===== src/rtl/ss_scan_driver.sv =====
// ss_scan_driver: multiplexed seven-segment display driver.
// Time-slices one segment bus across N_DIGITS common-anode digits, decodes
// each nibble to a hex glyph and applies blank/blink/dp/leading-zero rules.
// Inputs are captured once per frame so a refresh never mixes two values.
module ss_scan_driver #(
    parameter int N_DIGITS     = 8,
    parameter int PRESCALE     = 1000,
    parameter int DEAD         = 2,
    parameter int BLINK_FRAMES = 64,
    parameter int ACTIVE_LOW   = 1
) (
    input  logic                  clk,
    input  logic                  rst_n,
    input  logic [4*N_DIGITS-1:0] digits_in,
    input  logic [N_DIGITS-1:0]   dp_in,
    input  logic [N_DIGITS-1:0]   blank_in,
    input  logic [N_DIGITS-1:0]   blink_in,
    input  logic                  lz_en,
    output logic [6:0]            seg,
    output logic                  dp,
    output logic [N_DIGITS-1:0]   an,
    output logic                  frame_start
);

    localparam int CNT_W = (PRESCALE > 1) ? $clog2(PRESCALE) : 1;
    localparam int IDX_W = (N_DIGITS > 1) ? $clog2(N_DIGITS) : 1;
    localparam int BLK_W = (BLINK_FRAMES > 1) ? $clog2(BLINK_FRAMES) : 1;

    localparam logic [CNT_W-1:0] CNT_LAST = CNT_W'(PRESCALE - 1);
    localparam logic [IDX_W-1:0] IDX_LAST = IDX_W'(N_DIGITS - 1);
    localparam logic [BLK_W-1:0] BLK_LAST = BLK_W'(BLINK_FRAMES - 1);

    // Internal decode is active-low; INV flips every output for active-high boards.
    localparam logic INV = (ACTIVE_LOW == 0);

    logic [CNT_W-1:0]      cnt;
    logic [IDX_W-1:0]      idx;
    logic                  slot_end;
    logic                  frame_wrap;
    logic                  primed;
    logic                  capture;

    logic [4*N_DIGITS-1:0] sh_digits;
    logic [N_DIGITS-1:0]   sh_dp;
    logic [N_DIGITS-1:0]   sh_blank;
    logic [N_DIGITS-1:0]   sh_blink;
    logic                  sh_lz;

    logic [BLK_W-1:0]      blk_cnt;
    logic                  blink_on;

    logic [N_DIGITS-1:0]   lz_mask;
    logic                  run_zero;

    logic [3:0]            cur_val;
    logic                  cur_dp;
    logic                  cur_blank;
    logic                  cur_blink;
    logic                  cur_lz;
    logic                  cur_dark;
    logic                  in_dead;

    logic [6:0]            seg_nxt;
    logic                  dp_nxt;
    logic [N_DIGITS-1:0]   an_nxt;

    assign slot_end   = (cnt == CNT_LAST);
    assign frame_wrap = slot_end && (idx == IDX_LAST);
    assign capture    = frame_wrap || !primed;

    // Hex glyph table, active-low, bit 6 = g down to bit 0 = a.
    function automatic logic [6:0] glyph(input logic [3:0] v);
        logic [6:0] g;
        case (v)
            4'h0:    g = 7'b1000000;
            4'h1:    g = 7'b1111001;
            4'h2:    g = 7'b0100100;
            4'h3:    g = 7'b0110000;
            4'h4:    g = 7'b0011001;
            4'h5:    g = 7'b0010010;
            4'h6:    g = 7'b0000010;
            4'h7:    g = 7'b1111000;
            4'h8:    g = 7'b0000000;
            4'h9:    g = 7'b0010000;
            4'hA:    g = 7'b0001000;
            4'hB:    g = 7'b0000011;
            4'hC:    g = 7'b1000110;
            4'hD:    g = 7'b0100001;
            4'hE:    g = 7'b0000110;
            default: g = 7'b0001110;
        endcase
        return g;
    endfunction

    // Slot-cycle counter and digit index; the index advances when a slot ends.
    always_ff @(posedge clk or negedge rst_n) begin
        if (!rst_n) begin
            cnt <= '0;
            idx <= '0;
        end else if (slot_end) begin
            cnt <= '0;
            idx <= (idx == IDX_LAST) ? '0 : idx + IDX_W'(1);
        end else begin
            cnt <= cnt + CNT_W'(1);
        end
    end

    // Shadow capture at each frame wrap, plus once on the first edge out of reset.
    always_ff @(posedge clk or negedge rst_n) begin
        if (!rst_n) begin
            primed    <= 1'b0;
            sh_digits <= '0;
            sh_dp     <= '0;
            sh_blank  <= '0;
            sh_blink  <= '0;
            sh_lz     <= 1'b0;
        end else begin
            primed <= 1'b1;
            if (capture) begin
                sh_digits <= digits_in;
                sh_dp     <= dp_in;
                sh_blank  <= blank_in;
                sh_blink  <= blink_in;
                sh_lz     <= lz_en;
            end
        end
    end

    // Blink phase flips after every BLINK_FRAMES completed frames.
    always_ff @(posedge clk or negedge rst_n) begin
        if (!rst_n) begin
            blk_cnt  <= '0;
            blink_on <= 1'b1;
        end else if (frame_wrap) begin
            if (blk_cnt == BLK_LAST) begin
                blk_cnt  <= '0;
                blink_on <= ~blink_on;
            end else begin
                blk_cnt <= blk_cnt + BLK_W'(1);
            end
        end
    end

    // Leading-zero mask: walk down from the top digit while every digit seen is 0; digit 0 is never masked.
    always_comb begin
        lz_mask  = '0;
        run_zero = sh_lz;
        for (int i = N_DIGITS - 1; i >= 1; i--) begin
            run_zero   = run_zero && (sh_digits[4*i +: 4] == 4'd0);
            lz_mask[i] = run_zero;
        end
    end

    // Select the shadowed attributes of the digit whose slot is running.
    always_comb begin
        cur_val   = 4'd0;
        cur_dp    = 1'b0;
        cur_blank = 1'b0;
        cur_blink = 1'b0;
        cur_lz    = 1'b0;
        for (int i = 0; i < N_DIGITS; i++) begin
            if (idx == IDX_W'(i)) begin
                cur_val   = sh_digits[4*i +: 4];
                cur_dp    = sh_dp[i];
                cur_blank = sh_blank[i];
                cur_blink = sh_blink[i];
                cur_lz    = lz_mask[i];
            end
        end
    end

    // Next output values (active-low); dark digits keep their anode slot so brightness stays even.
    always_comb begin
        cur_dark = cur_blank || (cur_blink && !blink_on) || cur_lz;
        in_dead  = (int'({1'b0, cnt}) < DEAD);
        seg_nxt  = cur_dark ? 7'b1111111 : glyph(cur_val);
        dp_nxt   = ~(cur_dp && !cur_dark);
        an_nxt   = '1;
        for (int i = 0; i < N_DIGITS; i++) begin
            an_nxt[i] = ~(!in_dead && (idx == IDX_W'(i)));
        end
    end

    // Output registers; reset forces everything to the inactive level immediately.
    always_ff @(posedge clk or negedge rst_n) begin
        if (!rst_n) begin
            seg         <= {7{~INV}};
            dp          <= ~INV;
            an          <= {N_DIGITS{~INV}};
            frame_start <= 1'b0;
        end else begin
            seg         <= seg_nxt ^ {7{INV}};
            dp          <= dp_nxt ^ INV;
            an          <= an_nxt ^ {N_DIGITS{INV}};
            frame_start <= capture;
        end
    end

endmodule


===== config.mk =====
export PLATFORM = sky130hd
export DESIGN_NAME = ss_scan_driver
export DESIGN_NICKNAME = d
export VERILOG_FILES = /design/src/rtl/ss_scan_driver.sv
export SDC_FILE = /design/constraint.sdc
export NUM_CORES = 1
export LEC_CHECK = 0
export CAP_MARGIN = 20
export CORE_ASPECT_RATIO = 0.75
export CORE_MARGIN = 2
export CORE_UTILIZATION = 48
export DETAILED_ROUTE_END_ITERATION = 8
export PLACE_DENSITY_LB_ADDON = 0.3
export SKIP_CTS_REPAIR_TIMING = 1
export SYNTH_ARGS = -nofsm -noshare
export SYNTH_HDL_FRONTEND = slang
export SYNTH_SLANG_ARGS = --single-unit
export TNS_END_PERCENT = 50

===== constraint.sdc =====
create_clock -name clk -period 2.5 [get_ports clk]
set_input_delay 0.375 -clock clk [delete_from_list [all_inputs] [get_ports clk]]
set_output_delay 0.375 -clock clk [all_outputs]
set_load 0.03 [all_outputs]

==> out/metrics.yaml, run 1 <==
outcome: "finished, violations left"
failed_checks: "hold timing"
antenna_found_initial: 0
globalplace.congestion: 0.899
total_power_mw: 3.55
grt_use_total: 0.216
area_delta_synth_final_pct: 33.6
die-height_um: 89.3
die_span_in_x_um: 118
total_of_flip_flops_plus_latches_after_synthesis: 95
reg2reg_depth: 10
timing.critical_path.slowest_cell_delay_ns: 0.46
final-instance-count-excl-fill: 644
route.antenna.remaining_nets: 0
portion_of_the_clock_cycle_consumed_by_the_worst_path_in_the_final_layout: 0.976
period_needed_ns: 2.44
seq_area_frac_synth: 0.515
synthDominantCellAreaShare: 0.419
crit_path_cell_trace: "ha_4 > ha_4 > or2_4 > buf_4 > a221oi_2 > o22ai_2 > a21o_1 > mux2_1 > mux2i_1 > nand2_1"
placed_cells: 619
worst_setup_hold_path_clk_slew_ns: 0.07
p_sw_frac: 0.248
source_of_the_worst_register_to_register_timing_path: "idx[0]"
crit_path_end_kind: "flop"
clock_tree.htree_level_count: 3
combinational_share_of_power: 0.145
synthesis.nets: 470
final.setup_skew_ns: 0.0112
setup.worst_path.start_class: "flop"
port_buffer_count: 75
rows: 31
share_clk_of_total_power: 0.363
drtIter0Drc: 263
clock_sink_count: 95
detail_route.vias_per_cell: 5.50
grt_first_pass_wirelength_um: 17600
netlist-cell-type-count: 49
critical_path.reg2reg.endpoint: "seg[3]"
final-setup-viol-count: 0
critPathMostFrequentCell: "sky130_fd_sc_hd__ha_4"
leakage_nw: 2.67
tritoncts_clock_tree: "yes"
max_clock_freq_mhz: 410
die-area_um2: 10500
synth-edff-count: 0
worst-setup-path-type: "reg -> reg"
clockBufferDepth: 2
drt_drc_violations_left: 0
final_hold_viol_count: 24
grt_pass1_vias: 3406
synth_top_cells_by_area: "sky130_fd_sc_hd__dfrtp_1 42%, sky130_fd_sc_hd__mux2_2 9.9%, sky130_fd_sc_hd__dfstp_2 9.6%"
internal_mw: 2.66
syn_avg_cell_area_um2: 11.7
timing.hold.worst.class: "in -> async"
grt_overflow_total: 0
clk-insertion-delay-late_ns: 0.34
grt_start_max_net_pins: 46
net_load_switching_power_mw: 0.881
finalWorstSetupSlack_ns: 0.0611
cpMaxStageDelayCell: "sky130_fd_sc_hd__dfrtp_2"
antenna-diode-count: 0
synth.cell_area_um2: 4660
crit_arrival_ns: 2.71
initial_utilization: 0.488
syn_inst_count: 398
via_count: 3540
route.final.wire_length_um: 11100
holdWs_ns: -0.0255
synthFlopType: "sky130_fd_sc_hd__dfrtp_1"
post-dp-hpwl_um: 7860
detailedPlace.worstSlack_ns: -0.0643
worst-path-max-fanout: 4
vdd.ir_drop.worst_mv: 0.430
finalMaxSlewViolations: 0
floorplan.core_area_um2: 9540
power.density_nw_per_um2: 570
cts_inserted_buffers: 9
num_io_pins: 76
synth_area_leader_cell: "sky130_fd_sc_hd__dfrtp_1"
part_of_the_power_in_registers: 0.492
clockRootBuffer: "sky130_fd_sc_hd__clkbuf_16"
synthArstFlopShare: 1.00
layout.nets: 579
required_ns: 2.77
synth.yosys.warnings: 0
drv_cap: 0
share_of_post_route_cells_with_drive_strength_above_1: 0.318
worst_r2r_setup_slack_ns: 0.06
tns_ns: 0
detail_route.wl_per_cell_um: 17.3
first_pass_iteration_count_of_the_detailed_router: 5
power groups by stage:
stage                     Combinational [mW]  Clock [mW]  Sequential (mW)
after global routing                   0.560        1.38             1.75
after floorplan                        0.247           0             1.76
final                                  0.514        1.29             1.74
after global placement                 0.473           0             1.77
after CTS                              0.489        1.31             1.74
after detailed placement               0.484           0             1.77
placed cells by master (no fill, tap or decap), drive strengths merged, types with 2 or more instances in the layout:
cell / synthesis / final
inv: 19 / 20
clkbuf: 4 / 11
clkinv: 0 / 2
nor2b: 3 / 3
a21oi: 25 / 25
nand3b: 6 / 6
dfstp: 17 / 17
and2: 2 / 2
nor3: 4 / 4
clkdlybuf4s50: 0 / 74
o22ai: 6 / 6
a21o: 2 / 2
o21ai: 21 / 21
a221oi: 5 / 5
nor2: 15 / 15
mux2i: 3 / 3
dfrtp: 78 / 78
or2: 3 / 3
mux2: 61 / 61
o221ai: 3 / 3
clkinvlp: 0 / 2
or3: 3 / 3
xnor2: 6 / 6
or4: 2 / 2
a2bb2oi: 4 / 4
nand2: 38 / 38
o211ai: 2 / 2
nand3: 14 / 14
nor4: 6 / 6
a211oi: 3 / 3
a31oi: 3 / 3
xor2: 6 / 6
ha: 13 / 13
buf: 14 / 42
sequential cells by signal, summed over array words and instances, names as in the netlist, 3 cells and up:
register   flops
sh_blank       8
an             8
sh_dp          8
seg            7
blk_cnt        6
sh_blink       8
sh_digits     32
cnt           10
idx            3
worst max-delay path: cells and delay by family (launching register included):
kind / cells / cell delay, ns
AND/OR/NAND/NOR: 2 / 0.34
AO/OA/AOI/OAI: 3 / 0.61
buffers and inverters: 1 / 0.15
adder cells (fa/ha/maj): 2 / 0.35
multiplexers: 2 / 0.47
flip-flops: 1 / 0.46
routing by layer:
metal  part of all wire  routed length (um)  vias up  GRT usage
met5                  0                   0        -          0
met4              0.015                 162        0     0.0657
met3              0.067                 750       22     0.0587
met2               0.47                5240      139      0.338
met1               0.45                4990     1759      0.298
li1                   -                   -     1620          -
synthesized netlist by cell type (5+ instances only):
library cell	number
sky130_fd_sc_hd__dfstp_2	17
sky130_fd_sc_hd__nor4_1	5
sky130_fd_sc_hd__xnor2_1	6
sky130_fd_sc_hd__nor2_1	15
sky130_fd_sc_hd__ha_1	13
sky130_fd_sc_hd__nand2_1	36
sky130_fd_sc_hd__o22ai_1	6
sky130_fd_sc_hd__dfrtp_1	78
sky130_fd_sc_hd__nand3_1	14
sky130_fd_sc_hd__buf_2	6
sky130_fd_sc_hd__xor2_1	6
sky130_fd_sc_hd__a21oi_1	25
sky130_fd_sc_hd__inv_1	19
sky130_fd_sc_hd__nand3b_1	6
sky130_fd_sc_hd__o21ai_0	20
sky130_fd_sc_hd__mux2_2	41
sky130_fd_sc_hd__mux2_4	19
logic make-up after synthesis:
| logic type | count (synthesis) | synth area share |
|---|---|---|
| simple gates | 98 | 0.108 |
| compound gates | 78 | 0.105 |
| fa+ha+maj | 13 | 0.0349 |
| xor+xnor | 12 | 0.0226 |
| other cells | 1 | 0.000805 |
| mux | 64 | 0.169 |
| flops | 95 | 0.515 |
| buf+inv | 37 | 0.0441 |
worst max-delay path by stage:
stage,endpoint,start
4_1_cts,seg[3],idx[1]
3_3_place_gp,seg[3],idx[1]
3_5_place_dp,seg[3],idx[1]
2_1_floorplan,seg[3],idx[0]
6_report,seg[3],idx[0]
5_1_grt,seg[2],idx[0]
final cells by class:
type                            count  area (um^2)
Fill cell                         765         3320
Sequential cell                    95         2400
Multi-Input combinational cell    266         2190
Timing Repair Buffer              116         1100
Clock buffer                       11          243
Tap cell                          132          165
Inverter                           19         73.8
Clock inverter                      5         41.3
metrics by stage:
| step | utilization | area [um^2] |
|---|---|---|
| 5_1_grt | 0.652 | 6220 |
| 3_3_place_gp | 0.600 | 5720 |
| 6_report | 0.652 | 6220 |
| 3_5_place_dp | 0.600 | 5720 |
| 2_1_floorplan | - | 4660 |
| 4_1_cts | 0.629 | 6000 |
No activity file was read; power rests on OpenSTA's default activity.
==> run 2: changes to the inputs <==
--- a/config.mk
+++ b/config.mk
@@ -6,12 +6,15 @@
 export NUM_CORES = 1
 export LEC_CHECK = 0
 export CAP_MARGIN = 20
+export CELL_PAD_IN_SITES_DETAIL_PLACEMENT = 1
+export CELL_PAD_IN_SITES_GLOBAL_PLACEMENT = 1
 export CORE_ASPECT_RATIO = 0.75
 export CORE_MARGIN = 2
-export CORE_UTILIZATION = 48
+export CORE_UTILIZATION = 35
 export DETAILED_ROUTE_END_ITERATION = 8
 export PLACE_DENSITY_LB_ADDON = 0.3
 export SKIP_CTS_REPAIR_TIMING = 1
+export SLEW_MARGIN = 20
 export SYNTH_ARGS = -nofsm -noshare
 export SYNTH_HDL_FRONTEND = slang
 export SYNTH_SLANG_ARGS = --single-unit
==> run 2 against run 1 <==
  * The flow still finishes with violations (hold timing)
  * First-iteration DRC count is 43% lower
  * Register-to-register slack about the same
  * Non-clock buffer count is 4 lower
  * Worst hold slack gained 0.022 ns
  * Combinational power grew 3%
  * Routed wire length is 11% higher
  * Critical path depth grew 1
  * Clock power up 8%
  * Final cell count increased by 5.6%
  * Fmax is 0.39% lower
  * Setup slack worse by 0.0095 ns
  * Sequential share of layout area decreased by 0.29 points
  * Critical path type unchanged
==> out/metrics.yaml, run 2 (synthesis gave the netlist of run 1 again) <==
route.antenna.remaining_nets: 0  # unchanged
source_of_the_worst_register_to_register_timing_path: "idx[0]"
tns_ns: 0  # unchanged
port_buffer_count: 75  # unchanged
final_hold_viol_count: 5  # -79%
detailedPlace.worstSlack_ns: -0.0939  # -0.0296 ns
final-setup-viol-count: 0  # unchanged
finalWorstSetupSlack_ns: 0.0516  # -0.00951 ns
crit_path_end_kind: "flop"
clk-insertion-delay-late_ns: 0.35  # about the same
route.final.wire_length_um: 12400  # +11%
leakage_nw: 2.67  # about the same
portion_of_the_clock_cycle_consumed_by_the_worst_path_in_the_final_layout: 0.979  # +0.00380
reg2reg_depth: 11  # +1
finalMaxSlewViolations: 0  # unchanged
largest_register_by_flop_count: "sh_digits"
tritoncts_clock_tree: "yes"
grt_use_total: 0.183  # -0.0329
clock_sink_count: 95  # unchanged
clockRootBuffer: "sky130_fd_sc_hd__clkbuf_16"
failed_checks: "hold timing"
largest_registers: "sh_digits: 32 flops, cnt: 10 flops"
largest_reg_flops: 32  # unchanged
worst-setup-path-type: "reg -> reg"
grt_first_pass_wirelength_um: 19800  # +13%
rows: 36  # +16%
grt_pass1_vias: 3724  # +9.3%
num-fill-cells: 1378  # +80%
max_clock_freq_mhz: 408  # -0.39%
required_ns: 2.77  # about the same
die_span_in_x_um: 137  # +17%
antenna_found_initial: 0  # unchanged
clockBufferDepth: 2  # unchanged
detail_route.wl_per_cell_um: 18.3  # +5.6%
period_needed_ns: 2.45  # +0.00951 ns
power.density_nw_per_um2: 585  # +2.6%
layout.nets: 576  # -0.52%
die-height_um: 104  # +16%
drt_drc_violations_left: 0  # unchanged
cts_inserted_buffers: 9  # unchanged
globalplace.congestion: 0.850  # -5.5%
worst-slew-pin-transition_ns: 0.507
worst_setup_hold_path_clk_slew_ns: 0.07  # about the same
crit_arrival_ns: 2.71  # about the same
vdd.ir_drop.worst_mv: 0.315  # -27%
drv_cap: 0  # unchanged
startpoint: "idx[0]"
layout_common_cells: "77 x sky130_fd_sc_hd__dfrtp_1, 74 x sky130_fd_sc_hd__clkdlybuf4s50_1, 41 x sky130_fd_sc_hd__mux2_2"
drtIter0Drc: 150  # -43%
final.setup_skew_ns: 0.00813  # -0.00311 ns
first_pass_iteration_count_of_the_detailed_router: 4  # -1
num_io_pins: 76  # unchanged
setup.worst_path.start_class: "flop"
timing.hold.worst.class: "in -> async"
detail_route.vias_per_cell: 5.06  # -7.9%
share_of_post_route_cells_with_drive_strength_above_1: 0.320  # +0.00188
outcome: "finished, violations left"
initial_utilization: 0.359  # -0.129
area_delta_synth_final_pct: 34.6
floorplan.core_area_um2: 13000  # +36%
final_common_cell: "sky130_fd_sc_hd__dfrtp_1"
worst-path-max-fanout: 9  # +5
holdWs_ns: -0.00383  # +0.0217 ns
timing.max_slew.rel_slack: 0.662
post-dp-hpwl_um: 8990  # +14%
grt_start_max_net_pins: 59  # +28%
grt_overflow_total: 0  # unchanged
clock_tree.htree_level_count: 3  # unchanged
antenna-diode-count: 0  # unchanged
die-area_um2: 14300  # +36%
via_count: 3442  # -2.8%
[run 2: changes by cell type in the layout (fill, tap and decap cells not counted), moves of 2 or more]
| cell | before | now |
|---|---|---|
| sky130_fd_sc_hd__o21ai_4 | 0 | 2 |
| sky130_fd_sc_hd__o21ai_0 | 15 | 13 |
| sky130_fd_sc_hd__ha_2 | 2 | 6 |
| sky130_fd_sc_hd__clkinvlp_4 | 2 | 0 |
| sky130_fd_sc_hd__buf_6 | 3 | 1 |
| sky130_fd_sc_hd__ha_4 | 6 | 2 |
| sky130_fd_sc_hd__buf_4 | 36 | 33 |
[run 2: power breakdown]
part	internal (mW)	switching, mW	total, mW
logic	0.306	0.225	0.531
clock network	0.782	0.603	1.39
registers	1.66	0.0892	1.75
[run 2: final timing paths]
check	to	slack (ns)
setup / recovery	seg[1]	0.05
hold / removal	sh_digits[19]	-0.004
setup reg to reg	seg[1]	0.05
hold reg to reg	cnt[0]	0.49
max in group asynchronous	an[0]	1.79
min in group clk	cnt[0]	0.49
[run 2: cell type report]
class | count | area [um^2] | area share
Clock inverter | 6 | 70.1 | 0.0112
Clock buffer | 10 | 229 | 0.0365
Inverter | 19 | 71.3 | 0.0114
Multi-Input combinational cell | 267 | 2200 | 0.351
Timing Repair Buffer | 112 | 1080 | 0.172
Tap cell | 171 | 214 | 0.0341
Sequential cell | 95 | 2400 | 0.383
[run 2: layer usage]
metal / global-route usage / wire [um] / vias up
li1: - / - / 1627
met1: 0.251 / 5650 / 1720
met2: 0.280 / 5960 / 72
met3: 0.0409 / 526 / 23
met4: 0.0685 / 287 / 0
met5: 0 / 0 / -
[run 2: worst max-delay path: stages, from the launching register on]
cell and delay (ns):
sky130_fd_sc_hd__dfrtp_2 0.42, sky130_fd_sc_hd__ha_2 0.20, sky130_fd_sc_hd__ha_2 0.19, sky130_fd_sc_hd__buf_4 0.17
sky130_fd_sc_hd__a211oi_1 0.16, sky130_fd_sc_hd__o21ai_0 0.14, sky130_fd_sc_hd__a31oi_2 0.36, sky130_fd_sc_hd__o21ai_4 0.14
sky130_fd_sc_hd__buf_4 0.15, sky130_fd_sc_hd__nand2_1 0.14, sky130_fd_sc_hd__o21ai_2 0.09, sky130_fd_sc_hd__o221ai_2 0.20
[run 2: metrics by stage]
| step | std cells | power [mW] | util | cell area (um^2) |
|---|---|---|---|---|
| after detailed placement | 657 | 2.26 | 0.445 | 5770 |
| after CTS | 673 | 3.68 | 0.468 | 6070 |
| final | 680 | 3.66 | 0.483 | 6270 |
| after global placement | 657 | 2.25 | 0.445 | 5770 |
| after floorplan | 398 | 2.01 | - | 4660 |
| after global routing | 680 | 3.82 | 0.483 | 6270 |
